File: src/rtl/mem_access_stage.sv
// Memory stage after the execute ALU: single-outstanding req/ack data bus, load alignment
// and extension, registered writeback with misalignment and bus-timeout aborts.
module mem_access_stage #(
    parameter int unsigned MAX_WAIT = 255
) (
    input  logic        i_clk,
    input  logic        i_reset,
    input  logic        i_ex_valid,
    input  logic [6:0]  i_opcode,
    input  logic [2:0]  i_funct3,
    input  logic [4:0]  i_rd,
    input  logic [31:0] i_reg_write_data,
    input  logic [31:0] i_data_addr,
    input  logic [31:0] i_data_write,
    input  logic [3:0]  i_data_write_byte,
    output logic        o_stall,
    output logic        o_mem_req,
    output logic        o_mem_we,
    output logic [31:0] o_mem_addr,
    output logic [31:0] o_mem_wdata,
    output logic [3:0]  o_mem_wstrb,
    input  logic        i_mem_ack,
    input  logic [31:0] i_mem_rdata,
    output logic        o_wb_valid,
    output logic        o_wb_we,
    output logic [4:0]  o_wb_rd,
    output logic [31:0] o_wb_data,
    output logic        o_misaligned,
    output logic        o_bus_timeout
);

    localparam logic [7:0] W_LIMIT = 8'(MAX_WAIT - 1);

    typedef enum logic {StIdle, StAccess} state_t;

    state_t      r_state;
    logic [7:0]  r_wait;
    logic [4:0]  r_rd;
    logic [2:0]  r_funct3;
    logic [1:0]  r_off;
    logic        r_is_store;

    logic        w_is_load;
    logic        w_is_store;
    logic        w_is_mem;
    logic        w_misaligned;
    logic        w_op_wen;
    logic        w_timeout;
    logic [7:0]  w_byte;
    logic [15:0] w_half;
    logic [31:0] w_load_data;
    logic        w_load_ok;

    assign w_is_load  = (i_opcode == 7'b0000011);
    assign w_is_store = (i_opcode == 7'b0100011);
    assign w_is_mem   = w_is_load | w_is_store;

    assign w_misaligned = ((i_funct3[1:0] == 2'b01) && i_data_addr[0]) ||
                          ((i_funct3[1:0] == 2'b10) && (i_data_addr[1:0] != 2'b00));

    assign w_op_wen = (i_opcode == 7'b0110011) || (i_opcode == 7'b0010011) ||
                      (i_opcode == 7'b1101111) || (i_opcode == 7'b1100111) ||
                      (i_opcode == 7'b0010111) || (i_opcode == 7'b0110111);

    // An ack on the last allowed cycle wins over the timeout.
    assign w_timeout = (r_state == StAccess) && !i_mem_ack && (r_wait == W_LIMIT);

    assign o_stall = ((r_state == StIdle) && i_ex_valid && w_is_mem && !w_misaligned) ||
                     ((r_state == StAccess) && !i_mem_ack && !w_timeout);

    assign w_byte = i_mem_rdata[{r_off, 3'b000} +: 8];
    assign w_half = r_off[1] ? i_mem_rdata[31:16] : i_mem_rdata[15:0];

    always_comb begin
        w_load_data = 32'h0;
        w_load_ok   = 1'b1;
        case (r_funct3)
            3'b000:  w_load_data = {{24{w_byte[7]}}, w_byte};
            3'b001:  w_load_data = {{16{w_half[15]}}, w_half};
            3'b010:  w_load_data = i_mem_rdata;
            3'b100:  w_load_data = {24'h0, w_byte};
            3'b101:  w_load_data = {16'h0, w_half};
            default: w_load_ok   = 1'b0;
        endcase
    end

    always_ff @(posedge i_clk) begin
        if (i_reset) begin
            r_state       <= StIdle;
            r_wait        <= 8'h0;
            r_rd          <= 5'h0;
            r_funct3      <= 3'h0;
            r_off         <= 2'h0;
            r_is_store    <= 1'b0;
            o_mem_req     <= 1'b0;
            o_mem_we      <= 1'b0;
            o_mem_addr    <= 32'h0;
            o_mem_wdata   <= 32'h0;
            o_mem_wstrb   <= 4'h0;
            o_wb_valid    <= 1'b0;
            o_wb_we       <= 1'b0;
            o_wb_rd       <= 5'h0;
            o_wb_data     <= 32'h0;
            o_misaligned  <= 1'b0;
            o_bus_timeout <= 1'b0;
        end else begin
            o_wb_valid    <= 1'b0;
            o_wb_we       <= 1'b0;
            o_misaligned  <= 1'b0;
            o_bus_timeout <= 1'b0;
            case (r_state)
                StIdle: begin
                    if (i_ex_valid && w_is_mem && w_misaligned) begin
                        o_wb_valid   <= 1'b1;
                        o_wb_rd      <= i_rd;
                        o_wb_data    <= 32'h0;
                        o_misaligned <= 1'b1;
                    end else if (i_ex_valid && w_is_mem) begin
                        r_state     <= StAccess;
                        r_wait      <= 8'h0;
                        r_rd        <= i_rd;
                        r_funct3    <= i_funct3;
                        r_off       <= i_data_addr[1:0];
                        r_is_store  <= w_is_store;
                        o_mem_req   <= 1'b1;
                        o_mem_we    <= w_is_store;
                        o_mem_addr  <= {i_data_addr[31:2], 2'b00};
                        o_mem_wdata <= i_data_write;
                        o_mem_wstrb <= w_is_store ? i_data_write_byte : 4'h0;
                    end else if (i_ex_valid) begin
                        o_wb_valid <= 1'b1;
                        o_wb_we    <= w_op_wen && (i_rd != 5'h0);
                        o_wb_rd    <= i_rd;
                        o_wb_data  <= i_reg_write_data;
                    end
                end
                StAccess: begin
                    if (i_mem_ack || w_timeout) begin
                        r_state     <= StIdle;
                        o_mem_req   <= 1'b0;
                        o_mem_we    <= 1'b0;
                        o_mem_wstrb <= 4'h0;
                        o_wb_valid  <= 1'b1;
                        o_wb_rd     <= r_rd;
                        if (i_mem_ack && !r_is_store) begin
                            o_wb_we   <= w_load_ok && (r_rd != 5'h0);
                            o_wb_data <= w_load_data;
                        end else begin
                            o_wb_data     <= 32'h0;
                            o_bus_timeout <= !i_mem_ack;
                        end
                    end else begin
                        r_wait <= r_wait + 8'd1;
                    end
                end
                default: r_state <= StIdle;
            endcase
        end
    end

endmodule

File: config.mk
export PLATFORM = sky130hd
export DESIGN_NAME = mem_access_stage
export DESIGN_NICKNAME = d
export VERILOG_FILES = /design/src/rtl/mem_access_stage.sv
export SDC_FILE = /design/constraint.sdc
export NUM_CORES = 1
export LEC_CHECK = 0
export CAP_MARGIN = 20
export CORE_AREA = 2 2 110 112
export DETAILED_ROUTE_END_ITERATION = 7
export DIE_AREA = 0 0 112 114
export DONT_BUFFER_PORTS = 1
export GPL_TIMING_DRIVEN = 0
export PLACE_DENSITY = 0.72
export REMOVE_ABC_BUFFERS = 1
export SLEW_MARGIN = 5
export SYNTH_ARGS = -nofsm -noshare
export SYNTH_HDL_FRONTEND = slang
export SYNTH_SLANG_ARGS = --single-unit
File: constraint.sdc
create_clock -name i_clk -period 5.6 [get_ports i_clk]
set_input_delay 0.28 -clock i_clk [delete_from_list [all_inputs] [get_ports i_clk]]
set_output_delay 0.28 -clock i_clk [all_outputs]
set_load 0.005 [all_outputs]
==> results.py, run 1 <==
metrics = {
    "run_status": {
        "status": "complete, no violations",
    },
    "floorplanning": {
        "die_area_um2": 12800,
        "die_h_um": 114,
        "core_um2": 11700,
        "die_x_um": 112,
        "initial_utilization_pct": 48.1,
        "ios": 263,
        "row_count": 40,
    },
    "routing": {
        "antenna_left": 0,
        "routed-via-count": 5343,
        "wirelength_um": 17500,
        "wl_per_cell_um": 19.3,
        "via_per_inst": 5.92,
        "drc": 0,
        "drtPass1Iterations": 5,
        "drtIter0Drc": 364,
    },
    "sta": {
        "period_share_pct": 53.7,
        "drv_slew": 0,
        "worst_slack_ns": 2.59,
        "worst_clock_skew_ns": 0.00941,
        "finalHoldViolations": 0,
        "worst_pin_slew_ns": 1.11,
        "rsz0062_at_grt": "false",
        "fmax_ghz": 0.332,
        "tns_ns": 0,
        "finalSetupViolations": 0,
        "relSlewSlack_pct": 26.1,
        "min_period_ns": 3.01,
        "hold_ws_ns": 0.0141,
    },
    "clocking": {
        "insertion_delay_ns": 0.42,
        "cts_tree": "built",
        "clk_path_buf_depth": 2,
        "clock_sink_count": 129,
        "path_clk_slew_ns": 0.06,
        "cts_buffers": 17,
        "hold_buffers": 72,
        "post_cts_buffers": 0,
        "cts_root_buf": "clkbuf_16",
        "htreeDepth": 4,
        "post_cts_resize_count": 0,
    },
    "grt": {
        "grt_overflow": 0,
        "grt_util_all_layers_pct": 27.1,
        "grt_antenna_before_repair": 0,
        "grt_start_max_net_pins": 117,
        "grt_pass1_vias": 5465,
        "grt_pass1_wl_um": 27500,
    },
    "place": {
        "place_ws_ns": 2.59,
        "placed_cell_area_um2": 5710,
        "dp_hpwl_um": 11400,
        "routabilityCongestion": 0.880,
        "portBuffers": 0,
    },
    "logic_synthesis": {
        "ys_ff_latch": 129,
        "avgSynthCellArea_um2": 8.01,
        "synth_edf_count": 0,
        "async_flop_share_pct": 0,
        "synth_top_area_share_pct": 45.9,
        "yosysSeqAreaShare_pct": 45.9,
        "synthCells": 703,
        "ys.warnings.count": 0,
        "yosys.area.top_type": "dfxtp_1",
        "yosysUniqueCellTypes": 52,
        "mappedNetlistArea_um2": 5630,
        "synth_flop_cell": "dfxtp_1",
        "synth_area_leaders": "dfxtp_1 (46%), nand2_1 (12%), a21oi_1 (11%), a211oi_1 (5.2%), nor2_1 (3.3%)",
    },
    "final_layout": {
        "drive_gt1_share_pct": 7.54,
        "final_common_cell": "nand2_1",
        "diodes": 0,
        "synthToLayoutAreaGrowth_pct": 25.5,
        "final_nets": 896,
        "final_area_um2": 7060,
        "final_cell_mix": "nand2_1 (174), dfxtp_1 (129), a21oi_1 (119)",
    },
    "critical_path": {
        "crit_path_end_kind": "flop",
        "crit_required_ns": 5.92,
        "start_kind": "flop",
        "worstSetupPathType": "reg -> reg",
        "arrival_ns": 3.33,
        "crit_path_max_fanout": 39,
    },
    "pwr": {
        "powerDensity_nw_per_um2": 317,
        "cellLeakagePower_nw": 2.42,
        "power_mw": 2.24,
        "irDropWorstVdd_mv": 0.233,
    },
    "worst_hold_path": {
        "hold_path.class": "in -> reg",
    },
    "run": {
        "cap_violations": 0,
    },
}
[path summary, 6_finish.rpt]
check	startpoint	slack (ns)	end	cells past startpoint
worst min-delay path	i_data_addr[6]	0.01	o_mem_addr[6]	2
worst min register to register	r_rd[0]	0.47	r_rd[0]	2
worst max-delay path	r_state	2.59	o_wb_data[12]	6
worst max register to register	r_state	2.59	o_wb_data[12]	6
[through the flow]
step | utilization, % | std cells
after CTS | 60.3 | 903
final | 60.3 | 903
after global routing | 60.3 | 903
after detailed placement | 48.7 | 799
after floorplan | - | 646
after global placement | 47.4 | 793
[power breakdown]
group / switching [mW] / internal, mW / total, mW
clock: 0.432 / 0.719 / 1.15
combinational: 0.0613 / 0.0680 / 0.129
sequential: 0.0179 / 0.940 / 0.958
total: 0.511 / 1.73 / 2.24
[metal layers]
metal  part of all wire (%)  vias up  global-route usage [%]  wire [µm]
met2                     51      288                    47.7       8860
met3                    9.7       41                    10.2       1700
li1                       -     2518                       -          -
met4                    3.0        0                    12.5        525
met5                      0        -                       0          0
met1                     37     2496                    28.9       6390
[cell usage after synthesis, types with 8 or more instances]
cell type,number
a22o_1,12
nor2_1,49
mux2i_1,9
a211oi_1,39
dfxtp_1,129
nor3_1,13
clkbuf_1,29
a22oi_2,9
buf_2,22
nor2b_1,8
nand2_1,174
a21oi_1,119
o21ai_0,10
[layout make-up]
cell class	count	area [µm²]
tap	147	184
timing repair buffer	78	876
sequential	129	2580
inverter	4	15.0
multi-input combinational	513	2790
clock inverter	13	175
fill	983	4650
clock buffer	19	443
[cell families after synthesis]
logic type	count (synthesis)	share of synthesized area, %
buffers and inverters	62	5.02
other	1	0.0666
multiplexers	11	2.00
adder cells (fa/ha/maj)	2	0.444
AND/OR/NAND/NOR	276	21.0
XOR/XNOR	8	1.24
flip-flops	129	45.9
AO/OA/AOI/OAI	214	24.4
[registers in the layout, summed over array words and instances (netlist names), 2 cells and up]
signal / cells
r_rd: 5
o_mem_wstrb: 4
r_off: 2
o_mem_wdata: 32
r_wait: 8
o_mem_addr: 30
r_funct3: 3
o_wb_rd: 5
o_wb_data: 32
[critical path: stages (launching register included)]
cell      delay, ns
dfxtp_1        0.69
and4b_1        0.34
o2111a_2       0.45
nor3_4         0.82
buf_8          0.29
nor2_1         0.07
a211oi_1       0.24
Note: power is estimated with default switching activity, not from simulation.
==> run 2: changes to the inputs <==
==> constraint.sdc (replaced) <==
create_clock -name i_clk -period 3 [get_ports i_clk]
set_input_delay 0.15 -clock i_clk [delete_from_list [all_inputs] [get_ports i_clk]]
set_output_delay 0.15 -clock i_clk [all_outputs]
set_load 0.005 [all_outputs]
==> run 2 against run 1 <==
  * Worst hold slack worse by 0.0062 ns
  * Final area up 6.1%
  * Non-clock buffer count up 42
  * Worst setup slack worse by 2.4 ns
==> results.py, run 2 (same netlist as run 1, synthesis figures left out) <==
metrics = {
    "sta": {
        "finalHoldViolations": 0,
        "period_share_pct": 92.6,
        "drv_slew": 0,
        "fmax_ghz": 0.360,
        "worst_slack_ns": 0.221,
        "relSlewSlack_pct": 26.4,
        "finalSetupViolations": 0,
        "rsz0062_at_grt": "false",
        "worst_clock_skew_ns": 0.0171,
        "min_period_ns": 2.78,
        "worst_pin_slew_ns": 1.10,
    },
    "final_layout": {
        "diodes": 0,
        "regArea_um2": 2580,
        "n_fill_cell": 902,
        "synthToLayoutAreaGrowth_pct": 33.1,
        "fin_cells": 946,
        "final_cell_mix": "nand2_1 (174), dfxtp_1 (129), a21oi_1 (119)",
        "reg.largest.list": "o_mem_wdata: 32 flops, o_wb_data: 32 flops, o_mem_addr: 30 flops",
        "final_nets": 939,
        "multi_input_area_um2": 2800,
        "drive_gt1_share_pct": 7.76,
        "final_common_cell": "nand2_1",
    },
    "grt": {
        "grt_pass1_wl_um": 28500,
        "grt_antenna_before_repair": 0,
        "grt_start_max_net_pins": 118,
        "grt_overflow": 0,
        "grt_util_all_layers_pct": 28.1,
        "grt_pass1_vias": 5661,
    },
    "pwr": {
        "cellLeakagePower_nw": 2.61,
        "irDropWorstVdd_mv": 0.442,
        "powerDensity_nw_per_um2": 565,
    },
    "critical_path": {
        "crit_path_max_fanout": 37,
        "r2r_slack_ns": 0.22,
        "arrival_ns": 3.13,
        "worstSetupPathType": "reg -> reg",
        "crit_path_end_kind": "flop",
        "crit_required_ns": 3.36,
        "start_kind": "flop",
    },
    "routing": {
        "routed-via-count": 5578,
        "via_per_inst": 5.90,
        "wl_per_cell_um": 20.0,
        "drtPass1Iterations": 5,
        "antenna_left": 0,
        "drtIter0Drc": 470,
        "wirelength_um": 18900,
        "drc": 0,
    },
    "clocking": {
        "post_cts_resize_count": 0,
        "cts_root_buf": "clkbuf_16",
        "clock_sink_count": 129,
        "insertion_delay_ns": 0.42,
        "cts_buffers": 17,
        "clk_path_buf_depth": 2,
        "htreeDepth": 4,
        "cts_tree": "built",
        "path_clk_slew_ns": 0.06,
    },
    "place": {
        "dp_hpwl_um": 11400,
        "dp_cells": 799,
        "place_ws_ns": -0.00571,
        "portBuffers": 0,
        "routabilityCongestion": 0.880,
    },
    "floorplanning": {
        "ios": 263,
        "die_x_um": 112,
        "row_count": 40,
        "core_um2": 11700,
        "die_h_um": 114,
        "die_area_um2": 12800,
        "initial_utilization_pct": 48.1,
    },
    "worst_hold_path": {
        "hold_path.class": "in -> reg",
    },
    "run": {
        "cap_violations": 0,
    },
    "run_status": {
        "status": "complete, no violations",
    },
}
==> run 2: changes by cell type in the layout (fill, tap and decap cells not counted) <==
cell and change:
o2111a_1 +1, buf_12 +1, buf_4 +4, dlygate4sd3_1 +37
==> run 2: final timing paths <==
| check | from | end | depth (start not counted) |
|---|---|---|---|
| worst min register to register | r_rd[0] | r_rd[0] | 2 |
| worst max register to register | r_state | o_mem_wdata[31] | 6 |
| worst min-delay path | i_rd[4] | o_wb_rd[4] | 2 |
| worst max-delay path | r_state | o_mem_wdata[31] | 6 |
==> run 2: report_power, final <==
group | total (mW) | switching, mW | internal, mW | leakage (nW)
Combinational | 0.299 | 0.134 | 0.165 | 1.26
Clock | 2.15 | 0.807 | 1.34 | 0.295
Sequential | 1.79 | 0.0341 | 1.75 | 1.05
Total | 4.24 | 0.975 | 3.26 | 2.61
==> run 2: through the flow <==
stage	setup TNS [ns]	area, µm²	util (%)	hold WS [ns]	power (mW)
3_5_place_dp	-0.0124	5710	48.7	0.228	1.96
2_1_floorplan	-45.30	5370	-	0.219	1.92
5_1_grt	0	7490	64.0	0.00804	4.36
3_3_place_gp	-121.63	5550	47.4	0.228	1.95
4_1_cts	0	7430	63.5	0.00224	4.24
6_report	0	7490	64.0	0.00791	4.24
==> run 2: area by class of cell <==
cell class | count | area share (%)
clock buffers | 19 | 5.91
flip-flops and latches | 129 | 34.5
well taps | 147 | 2.45
multi-input cells | 514 | 37.3
inverters | 4 | 0.200
clock inverters | 13 | 2.34
repair buffers | 120 | 17.3
==> run 2: timing repair <==
item,in CTS,in global routing
hold endpoints to repair,121,0
cloned,0,1
hold buffers,109,0
buffers inserted,0,5
pin swaps,1,2
setup endpoints to repair,6,33
==> run 2: metal layers <==
layer / routed length (µm) / global-route usage, % / vias to the layer above / part of all wire, %
met3: 1880 / 10.6 / 45 / 9.9
li1: - / - / 2602 / -
met5: 0 / 0 / - / 0
met1: 6810 / 30.1 / 2596 / 36
met4: 541 / 12.6 / 0 / 2.9
met2: 9690 / 49.8 / 335 / 51
==> run 2: worst max-delay path: stages (launching register included) <==
cell and delay (ns):
dfxtp_1 0.49, and4b_1 0.53, o2111a_2 0.64, buf_16 0.25
nand2_1 0.09, a21oi_1 0.13, dlygate4sd3_1 0.57
